<file path="src/rtl/conv2_window_gen_pkg.sv">
// rtl/conv2_window_gen_pkg.sv - shared constants, types and tap mapping for the conv2 window generator
package conv2_pkg;

  localparam int DW        = 12;
  localparam int K         = 5;
  localparam int WIDTH     = 12;
  localparam int HEIGHT    = 12;
  localparam int CHAIN_LEN = (K-1)*WIDTH + K;

  // Raster position counters; 4 bits covers 0..11 in both directions
  localparam int CNT_W = 4;
  localparam logic [CNT_W-1:0] CNT_ONE       = CNT_W'(1);
  localparam logic [CNT_W-1:0] COL_LAST      = CNT_W'(WIDTH-1);
  localparam logic [CNT_W-1:0] ROW_LAST      = CNT_W'(HEIGHT-1);
  localparam logic [CNT_W-1:0] EMIT_FIRST    = CNT_W'(K-1);
  localparam logic [CNT_W-1:0] FILL_LAST_ROW = CNT_W'(K-2);

  typedef logic signed [DW-1:0] pix_t;
  typedef pix_t [K*K-1:0] win_t;

  typedef enum logic {S_FILL, S_EMIT} state_t;

  // How many beats back from the current pixel window element i lives (0 = current pixel)
  function automatic int tap_offset(input int i);
    return (K-1-(i/K))*WIDTH + (K-1-(i%K));
  endfunction

endpackage

</file>
<file path="src/rtl/conv2_window_gen_line_shift.sv">
// rtl/conv2_window_gen_line_shift.sv - one-channel raster shift chain with K*K window taps
module conv2_line_shift
  import conv2_pkg::*;
(
  input  logic                clk,
  input  logic                valid_in,
  input  logic [DW-1:0]       data_in,
  output logic [K*K*DW-1:0]   win
);

  // Entry 0 of the full chain is the incoming pixel itself, so a window is
  // complete combinationally on the beat that finishes it.
  logic [CHAIN_LEN-2:0][DW-1:0] r_chain;
  logic [CHAIN_LEN-1:0][DW-1:0] w_full;

  assign w_full = {r_chain, data_in};

  // Advance the chain by one pixel per accepted beat; data path needs no reset
  always_ff @(posedge clk) begin
    if (valid_in) begin
      r_chain <= w_full[CHAIN_LEN-2:0];
    end
  end

  for (genvar i = 0; i < K*K; i++) begin : g_tap
    localparam int OFF = tap_offset(i);
    assign win[i*DW +: DW] = w_full[OFF];
  end

endmodule

</file>
<file path="src/rtl/conv2_window_gen.sv">
// rtl/conv2_window_gen.sv - 5x5x3 sliding-window generator; optional CONV2_WIN_POS_EN adds out_row/out_col
module conv2_window_gen
  import conv2_pkg::*;
(
  input  logic                clk,
  input  logic                rst_n,
  input  logic                valid_in,
  input  logic [DW-1:0]       data_in1,
  input  logic [DW-1:0]       data_in2,
  input  logic [DW-1:0]       data_in3,
  output logic [K*K*DW-1:0]   win_ch1,
  output logic [K*K*DW-1:0]   win_ch2,
  output logic [K*K*DW-1:0]   win_ch3,
  output logic                valid_out_buf,
  output logic                frame_done
`ifdef CONV2_WIN_POS_EN
  ,
  output logic [2:0]          out_row,
  output logic [2:0]          out_col
`endif
);

  logic [K*K*DW-1:0] w_tap1;
  logic [K*K*DW-1:0] w_tap2;
  logic [K*K*DW-1:0] w_tap3;

  conv2_line_shift u_ch1 (.clk(clk), .valid_in(valid_in), .data_in(data_in1), .win(w_tap1));
  conv2_line_shift u_ch2 (.clk(clk), .valid_in(valid_in), .data_in(data_in2), .win(w_tap2));
  conv2_line_shift u_ch3 (.clk(clk), .valid_in(valid_in), .data_in(data_in3), .win(w_tap3));

  state_t           r_state;
  logic [CNT_W-1:0] r_col;
  logic [CNT_W-1:0] r_row;
  win_t             r_win1;
  win_t             r_win2;
  win_t             r_win3;
  logic             r_valid;
  logic             r_done;

  logic w_col_last;
  logic w_row_last;
  assign w_col_last = (r_col == COL_LAST);
  assign w_row_last = (r_row == ROW_LAST);

`ifdef CONV2_WIN_POS_EN
  logic [2:0] r_out_row;
  logic [2:0] r_out_col;

  // Output-map coordinate registered alongside the window strobe
  always_ff @(posedge clk) begin
    if (!rst_n) begin
      r_out_row <= '0;
      r_out_col <= '0;
    end else if (valid_in && r_state == S_EMIT && r_col >= EMIT_FIRST) begin
      r_out_row <= 3'(r_row - EMIT_FIRST);
      r_out_col <= 3'(r_col - EMIT_FIRST);
    end
  end

  assign out_row = r_out_row;
  assign out_col = r_out_col;
`endif

  // Raster counters, fill/emit FSM and registered window outputs; stalls when valid_in is low
  always_ff @(posedge clk) begin
    if (!rst_n) begin
      r_state <= S_FILL;
      r_col   <= '0;
      r_row   <= '0;
      r_win1  <= '0;
      r_win2  <= '0;
      r_win3  <= '0;
      r_valid <= 1'b0;
      r_done  <= 1'b0;
    end else begin
      r_valid <= 1'b0;
      r_done  <= 1'b0;
      if (valid_in) begin
        if (w_col_last) begin
          r_col <= '0;
          r_row <= w_row_last ? '0 : r_row + CNT_ONE;
        end else begin
          r_col <= r_col + CNT_ONE;
        end

        case (r_state)
          S_FILL: begin
            if (r_row == FILL_LAST_ROW && w_col_last) begin
              r_state <= S_EMIT;
            end
          end
          S_EMIT: begin
            if (r_col >= EMIT_FIRST) begin
              r_win1  <= w_tap1;
              r_win2  <= w_tap2;
              r_win3  <= w_tap3;
              r_valid <= 1'b1;
              r_done  <= w_row_last && w_col_last;
            end
            if (w_row_last && w_col_last) begin
              r_state <= S_FILL;
            end
          end
          default: r_state <= S_FILL;
        endcase
      end
    end
  end

  assign win_ch1       = r_win1;
  assign win_ch2       = r_win2;
  assign win_ch3       = r_win3;
  assign valid_out_buf = r_valid;
  assign frame_done    = r_done;

endmodule

</file>
<file path="config.mk">
export PLATFORM = sky130hd
export DESIGN_NAME = conv2_window_gen
export DESIGN_NICKNAME = d
export VERILOG_FILES = /design/src/rtl/conv2_window_gen_pkg.sv /design/src/rtl/conv2_window_gen_line_shift.sv /design/src/rtl/conv2_window_gen.sv
export SDC_FILE = /design/constraint.sdc
export NUM_CORES = 2
export LEC_CHECK = 0
export CAP_MARGIN = 10
export CORE_UTILIZATION = 55
export DETAILED_ROUTE_END_ITERATION = 12
export GPL_ROUTABILITY_DRIVEN = 0
export GPL_TIMING_DRIVEN = 1
export HOLD_SLACK_MARGIN = 0.08
export PLACE_DENSITY = 0.78
export SLEW_MARGIN = 20
export SYNTH_ARGS = -nofsm -noshare
export SYNTH_HDL_FRONTEND = slang
export SYNTH_SLANG_ARGS = --single-unit
</file>
<file path="constraint.sdc">
create_clock -name clk -period 4 [get_ports clk]
set_clock_uncertainty 0.15 [all_clocks]
set_input_delay 0.8 -clock clk [delete_from_list [all_inputs] [get_ports clk]]
set_output_delay 0.8 -clock clk [all_outputs]
set_load 0.01 [all_outputs]
</file>
# Word level (Yosys, flattened, before mapping)
# Cells that the tools add are included.
[totals] word_cells=255 out_inout_bits=902 ff_bits=2783 inputBits=39
[op_classes] magnitude_cmp=1 eq_ne=3 muxes=6 add_sub_neg=2 bitwise=1 n_reduce_logical=6
[op_table] cell="adder 4 x 1 -> 4 bit, second input constant" count=2
[op_table] cell="equality test 4 bit, second input constant" count=2
[op_table] cell="two-way mux 4 bit" count=2
[op_table] cell="AND reduction 3 bit" count=2
[op_table] cell="equality test 4 x 2 -> 1 bit, second input constant" count=1
[op_table] cell=">= comparator 4 x 3 -> 1 bit, second input constant" count=1
[op_table] cell="AND reduction 4 bit" count=1
[op_table] cell="two-way mux 1 bit" count=3
[op_table] cell="logical AND 1 bit" count=2
[op_table] cell="case mux 1 bit (2 select lines)" count=1
[op_table] cell="AND reduction 2 bit" count=1
[op_table] cell="inverter 1 bit" count=1

# Depth between registers and ports, before layout
[depth] ltp_word=4 depth_mapped=7 depth_no_buf=4

# By module
# A second synthesis with hierarchy kept.
[unflattened] hier_cells=6726 hier_area_um2=100207.4
[by_module_without_submodules] mod="conv2_line_shift" area_each_um2=20990.1 cells_per_inst=924 n_inst=3 seq_area_each_um2=18738.0
[by_module_without_submodules] mod="conv2_window_gen" area_each_um2=37237.0 cells_per_inst=3954 n_inst=1 seq_area_each_um2=18237.5

# Worst setup path after synthesis
# No wires, ideal clock.
[synth_path] path_kind="in2reg" from="input port valid_in" to="register r_win3, in the netlist win_ch3[16]" required_ns=3.784 n_path_buf=4 stages=7 arrival_time_ns=1.713 setup_time_ns=0.066 slack_ns=2.071 path_cell_list="buf_2 -> o211a_1 -> buf_6 -> buf_6 -> buf_6 -> nand2_1 -> a21boi_2"
[synth_between] elab_chain_len=1
[synth_lines] item="from (decl)" line="conv2_window_gen.sv:7" text="input logic valid_in,"
[synth_lines] item="AND reduction 3 bit (no line)"
[synth_lines] item="to (signal assigned)" line="conv2_window_gen.sv:96" text="r_win3 <= w_tap3;"
[synth_lines] item="to (decl)" line="conv2_window_gen.sv:36" text="win_t r_win3;"
# No other way between the ends.
# A chain may end at the register's enable or synchronous reset.

# Final worst setup path
[layout_path] from="register r_win2, in the netlist win_ch2[226]" to="output port win_ch2[226]"
[layout_rtl] item="from (decl)" line="conv2_window_gen.sv:35" text="win_t r_win2;"
[layout_rtl] item="from (signal assigned)" line="conv2_window_gen.sv:95" text="r_win2 <= w_tap2;"
[layout_rtl] item="to (decl)" line="conv2_window_gen.sv:12" text="output logic [K*K*DW-1:0] win_ch2,"
# No word-level cell between the ends.

==> impl_metrics.py <==
metrics = {
    "run_status": {
        "status": "finished, final reports clean",
    },
    "timing": {
        "period_minus_slack_ns": 2.92,
        "whs_ns": 0.205,
        "tightest_slew_ns": 1.14,
        "setup_viol": 0,
        "rsz0062_at_grt": "false",
        "setup_ws_ns": 1.08,
        "min_period_over_period": 0.731,
        "drv_slew": 0,
        "hold_viol_final": 0,
        "max_slew_margin": 0.237,
        "max_freq_mhz": 342,
        "fin_tns_setup_ns": 0,
    },
    "critical_path": {
        "path_max_fanout": 2,
        "path_cells": "clkdlybuf4s50_1",
        "startpoint_type": "flop",
        "worstReg2RegStart": "r_col[3]",
        "crit_type": "reg -> out",
        "ff2ff_setup_slack_ns": 1.38,
        "arrival_ns": 1.97,
        "reg2reg_depth": 5,
        "crit_required_ns": 3.05,
        "cp_slowest_cell": "clkdlybuf4s50_1",
        "cp_num_buf_inv": 1,
        "crit_family": "buffers and inverters",
        "r2r_end": "win_ch1[5]",
        "cpPeakStageDelay_ns": 0.64,
        "end_kind": "primary output",
    },
    "place": {
        "pre_cts_slack_ns": 0.845,
        "placed_cell_area_um2": 102000,
        "placedCellCount": 8738,
        "dp.final_hpwl_um": 127000,
        "portBuffers": 940,
    },
    "min_path": {
        "whs_path_depth": 0,
        "hold_start": "u_ch1.r_chain[244]",
        "hold_path_end": "u_ch1.r_chain[256]",
        "hold_class": "reg -> reg",
    },
    "detailed_routing": {
        "wire_per_inst_um": 21.7,
        "remaining_drc_errors": 0,
        "wl_um": 200000,
        "avgViaCountPerCell": 5.36,
        "drt_iter0_drc": 4579,
        "via_count": 49500,
        "dr.pass1.iters": 8,
        "antenna_violating_nets_post_route": 0,
    },
    "floorplan": {
        "coreArea_um2": 163000,
        "dieArea_um2": 166000,
        "fp.dieW_um": 408,
        "pin_count": 941,
        "initial_core_util": 0.555,
        "chipHeight_um": 408,
        "row_count": 148,
    },
    "synth": {
        "syn_inst": 5827,
        "yosysSeqAreaShare": 0.822,
        "ys_types": 31,
        "netlist_area_um2": 90600,
        "yosys_warnings": 0,
        "syn_nets": 5868,
        "ys_seq_elements": 2783,
        "syn_area_per_cell_um2": 15.5,
    },
    "layout": {
        "area_growth_pct": 21.9,
        "n_fill_cell": 10400,
        "layout-drive-gt1-share": 0.0722,
        "final_util": 0.677,
        "nNetsFinal": 6886,
        "fin_area_um2": 110000,
        "instances_no_fill": 9231,
    },
    "clock_network": {
        "cts_setup_buffers": 0,
        "clk_pin_slew_ns": 0.06,
        "clkLatencyLatePin_ns": 0.88,
        "cts_tree": "yes",
        "max-clock-path-buffers": 4,
        "clock_sinks": 2783,
        "cts-buffers-inserted": 280,
        "cts_root_buffer": "clkbuf_16",
        "postCtsResizedCells": 0,
        "htree_levels": 5,
        "hold_buffers": 0,
    },
    "grt": {
        "overflow": 0,
        "antenna_found_initial": 4,
        "grt_start_max_net_pins": 203,
        "track_usage": 0.235,
        "grt_pass1_wl_um": 296000,
        "grt_pass1_vias": 49200,
    },
    "power_and_ir_drop": {
        "vdd.ir_drop.worst_v": 0.000389,
        "total_power_mw": 58.3,
        "p_leak_nw": 36.9,
        "cellPowerDensity_nw_per_um2": 528,
    },
    "flow_run": {
        "cap_violations": 0,
    },
}
==> power breakdown <==
| group | internal (mW) | switching, mW | total, mW |
|---|---|---|---|
| Clock | 14.7 | 10.3 | 25.0 |
| Sequential | 31.9 | 0.565 | 32.5 |
| Combinational | 0.220 | 0.524 | 0.745 |
| Total | 46.9 | 11.4 | 58.3 |
==> metal layers <==
metal / track usage / part of all wire / wire length, um / vias to the layer above
met5: 0 / 0 / 0 / -
met4: 0.103 / 0.043 / 8530 / 0
met3: 0.0600 / 0.075 / 15100 / 449
met2: 0.377 / 0.48 / 95800 / 1798
met1: 0.304 / 0.40 / 80800 / 24800
li1: - / - / - / 22400
==> worst max-delay path by stage <==
stage / start / to / slack [ns] / cells after the start
5_1_grt: win_ch2[226] / win_ch2[226] / 1.00 / 1
4_1_cts: win_ch2[226] / win_ch2[226] / 1.01 / 1
2_1_floorplan: valid_in / win_ch3[16] / 2.07 / 7
3_5_place_dp: valid_in / win_ch2[175] / 0.85 / 6
3_3_place_gp: valid_in / win_ch2[172] / 0.86 / 6
6_report: win_ch2[226] / win_ch2[226] / 1.08 / 1
==> area by class of cell <==
cell class / instances / area (um2) / area share
antenna: 7 / 17.5 / 0.000159
clock buffer: 400 / 8030 / 0.0727
clock inverter: 86 / 771 / 0.00698
inverter: 1 / 3.75 / 0.0000340
multi-input combinational: 2740 / 13800 / 0.125
sequential: 2783 / 74500 / 0.674
tap: 2175 / 2720 / 0.0246
timing repair buffer: 1039 / 10600 / 0.0963
==> synthesized netlist by cell type <==
master | instances | share of area
nand2_1 | 1806 | 0.075
o211a_1 | 1 | 0.00011
ha_1 | 2 | 0.00028
buf_6 | 111 | 0.014
xnor2_1 | 1 | 0.000097
edfxtp_1 | 1872 | 0.62
o211ai_1 | 1 | 0.000083
buf_4 | 89 | 0.0074
nand4b_1 | 2 | 0.00019
a31o_2 | 1 | 0.000097
nand2b_1 | 3 | 0.00021
a21boi_1 | 880 | 0.073
nand4_1 | 2 | 0.00014
and4b_1 | 1 | 0.00011
a21boi_2 | 10 | 0.0012
o31ai_1 | 1 | 0.000083
nor2_1 | 1 | 0.000041
or3_1 | 1 | 0.000069
nand3_1 | 4 | 0.00022
buf_2 | 2 | 0.00011
dfxtp_1 | 911 | 0.20
clkbuf_4 | 1 | 0.000083
o211ai_2 | 1 | 0.00014
nor3_1 | 2 | 0.00011
a21boi_0 | 12 | 0.00099
mux2i_1 | 2 | 0.00022
clkbuf_1 | 100 | 0.0041
and3_1 | 1 | 0.000069
nor2b_1 | 2 | 0.00014
inv_1 | 1 | 0.000041
nand3b_1 | 3 | 0.00025
==> cell usage in the layout, fill, tap and decap left out, types with 3 or more instances in the layout <==
cell and instances:
nand3_1 4, dfxtp_1 911, edfxtp_1 1872, a21boi_2 10, nand2b_1 3, a21boi_1 880
clkinv_1 18, bufinv_16 12, inv_6 4, buf_4 62, a21boi_0 12, nand2_1 1806
clkbuf_16 289, clkbuf_8 38, buf_12 37, clkbuf_1 73, diode_2 7, clkinvlp_4 7
nand3b_1 3, clkdlybuf4s50_1 938, clkinv_2 39
==> flip-flops by register name (all words and copies together) (netlist names), 288 cells and up <==
| register | count |
|---|---|
| u_ch1.r_chain | 336 |
| win_ch1 | 300 |
| u_ch2.r_chain | 336 |
| u_ch2.win | 288 |
| u_ch3.win | 288 |
| u_ch1.win | 288 |
| win_ch3 | 300 |
| u_ch3.r_chain | 336 |
| win_ch2 | 300 |
==> cell families (layout without fill, tap and decap cells) <==
family / after synthesis / in the layout / share of synthesized area
DFF: 2783 / 2783 / 0.822
and+or+nand+nor: 1828 / 1828 / 0.0764
AOI/OAI and AO/OA: 907 / 907 / 0.0757
buffers and inverters: 304 / 1526 / 0.0256
adders and majority gates: 2 / 2 / 0.000276
muxes: 2 / 2 / 0.000221
xor gates and xnor gates: 1 / 1 / 0.0000967
other: 0 / 7 / 0
No activity file was read; power rests on OpenSTA's default activity.
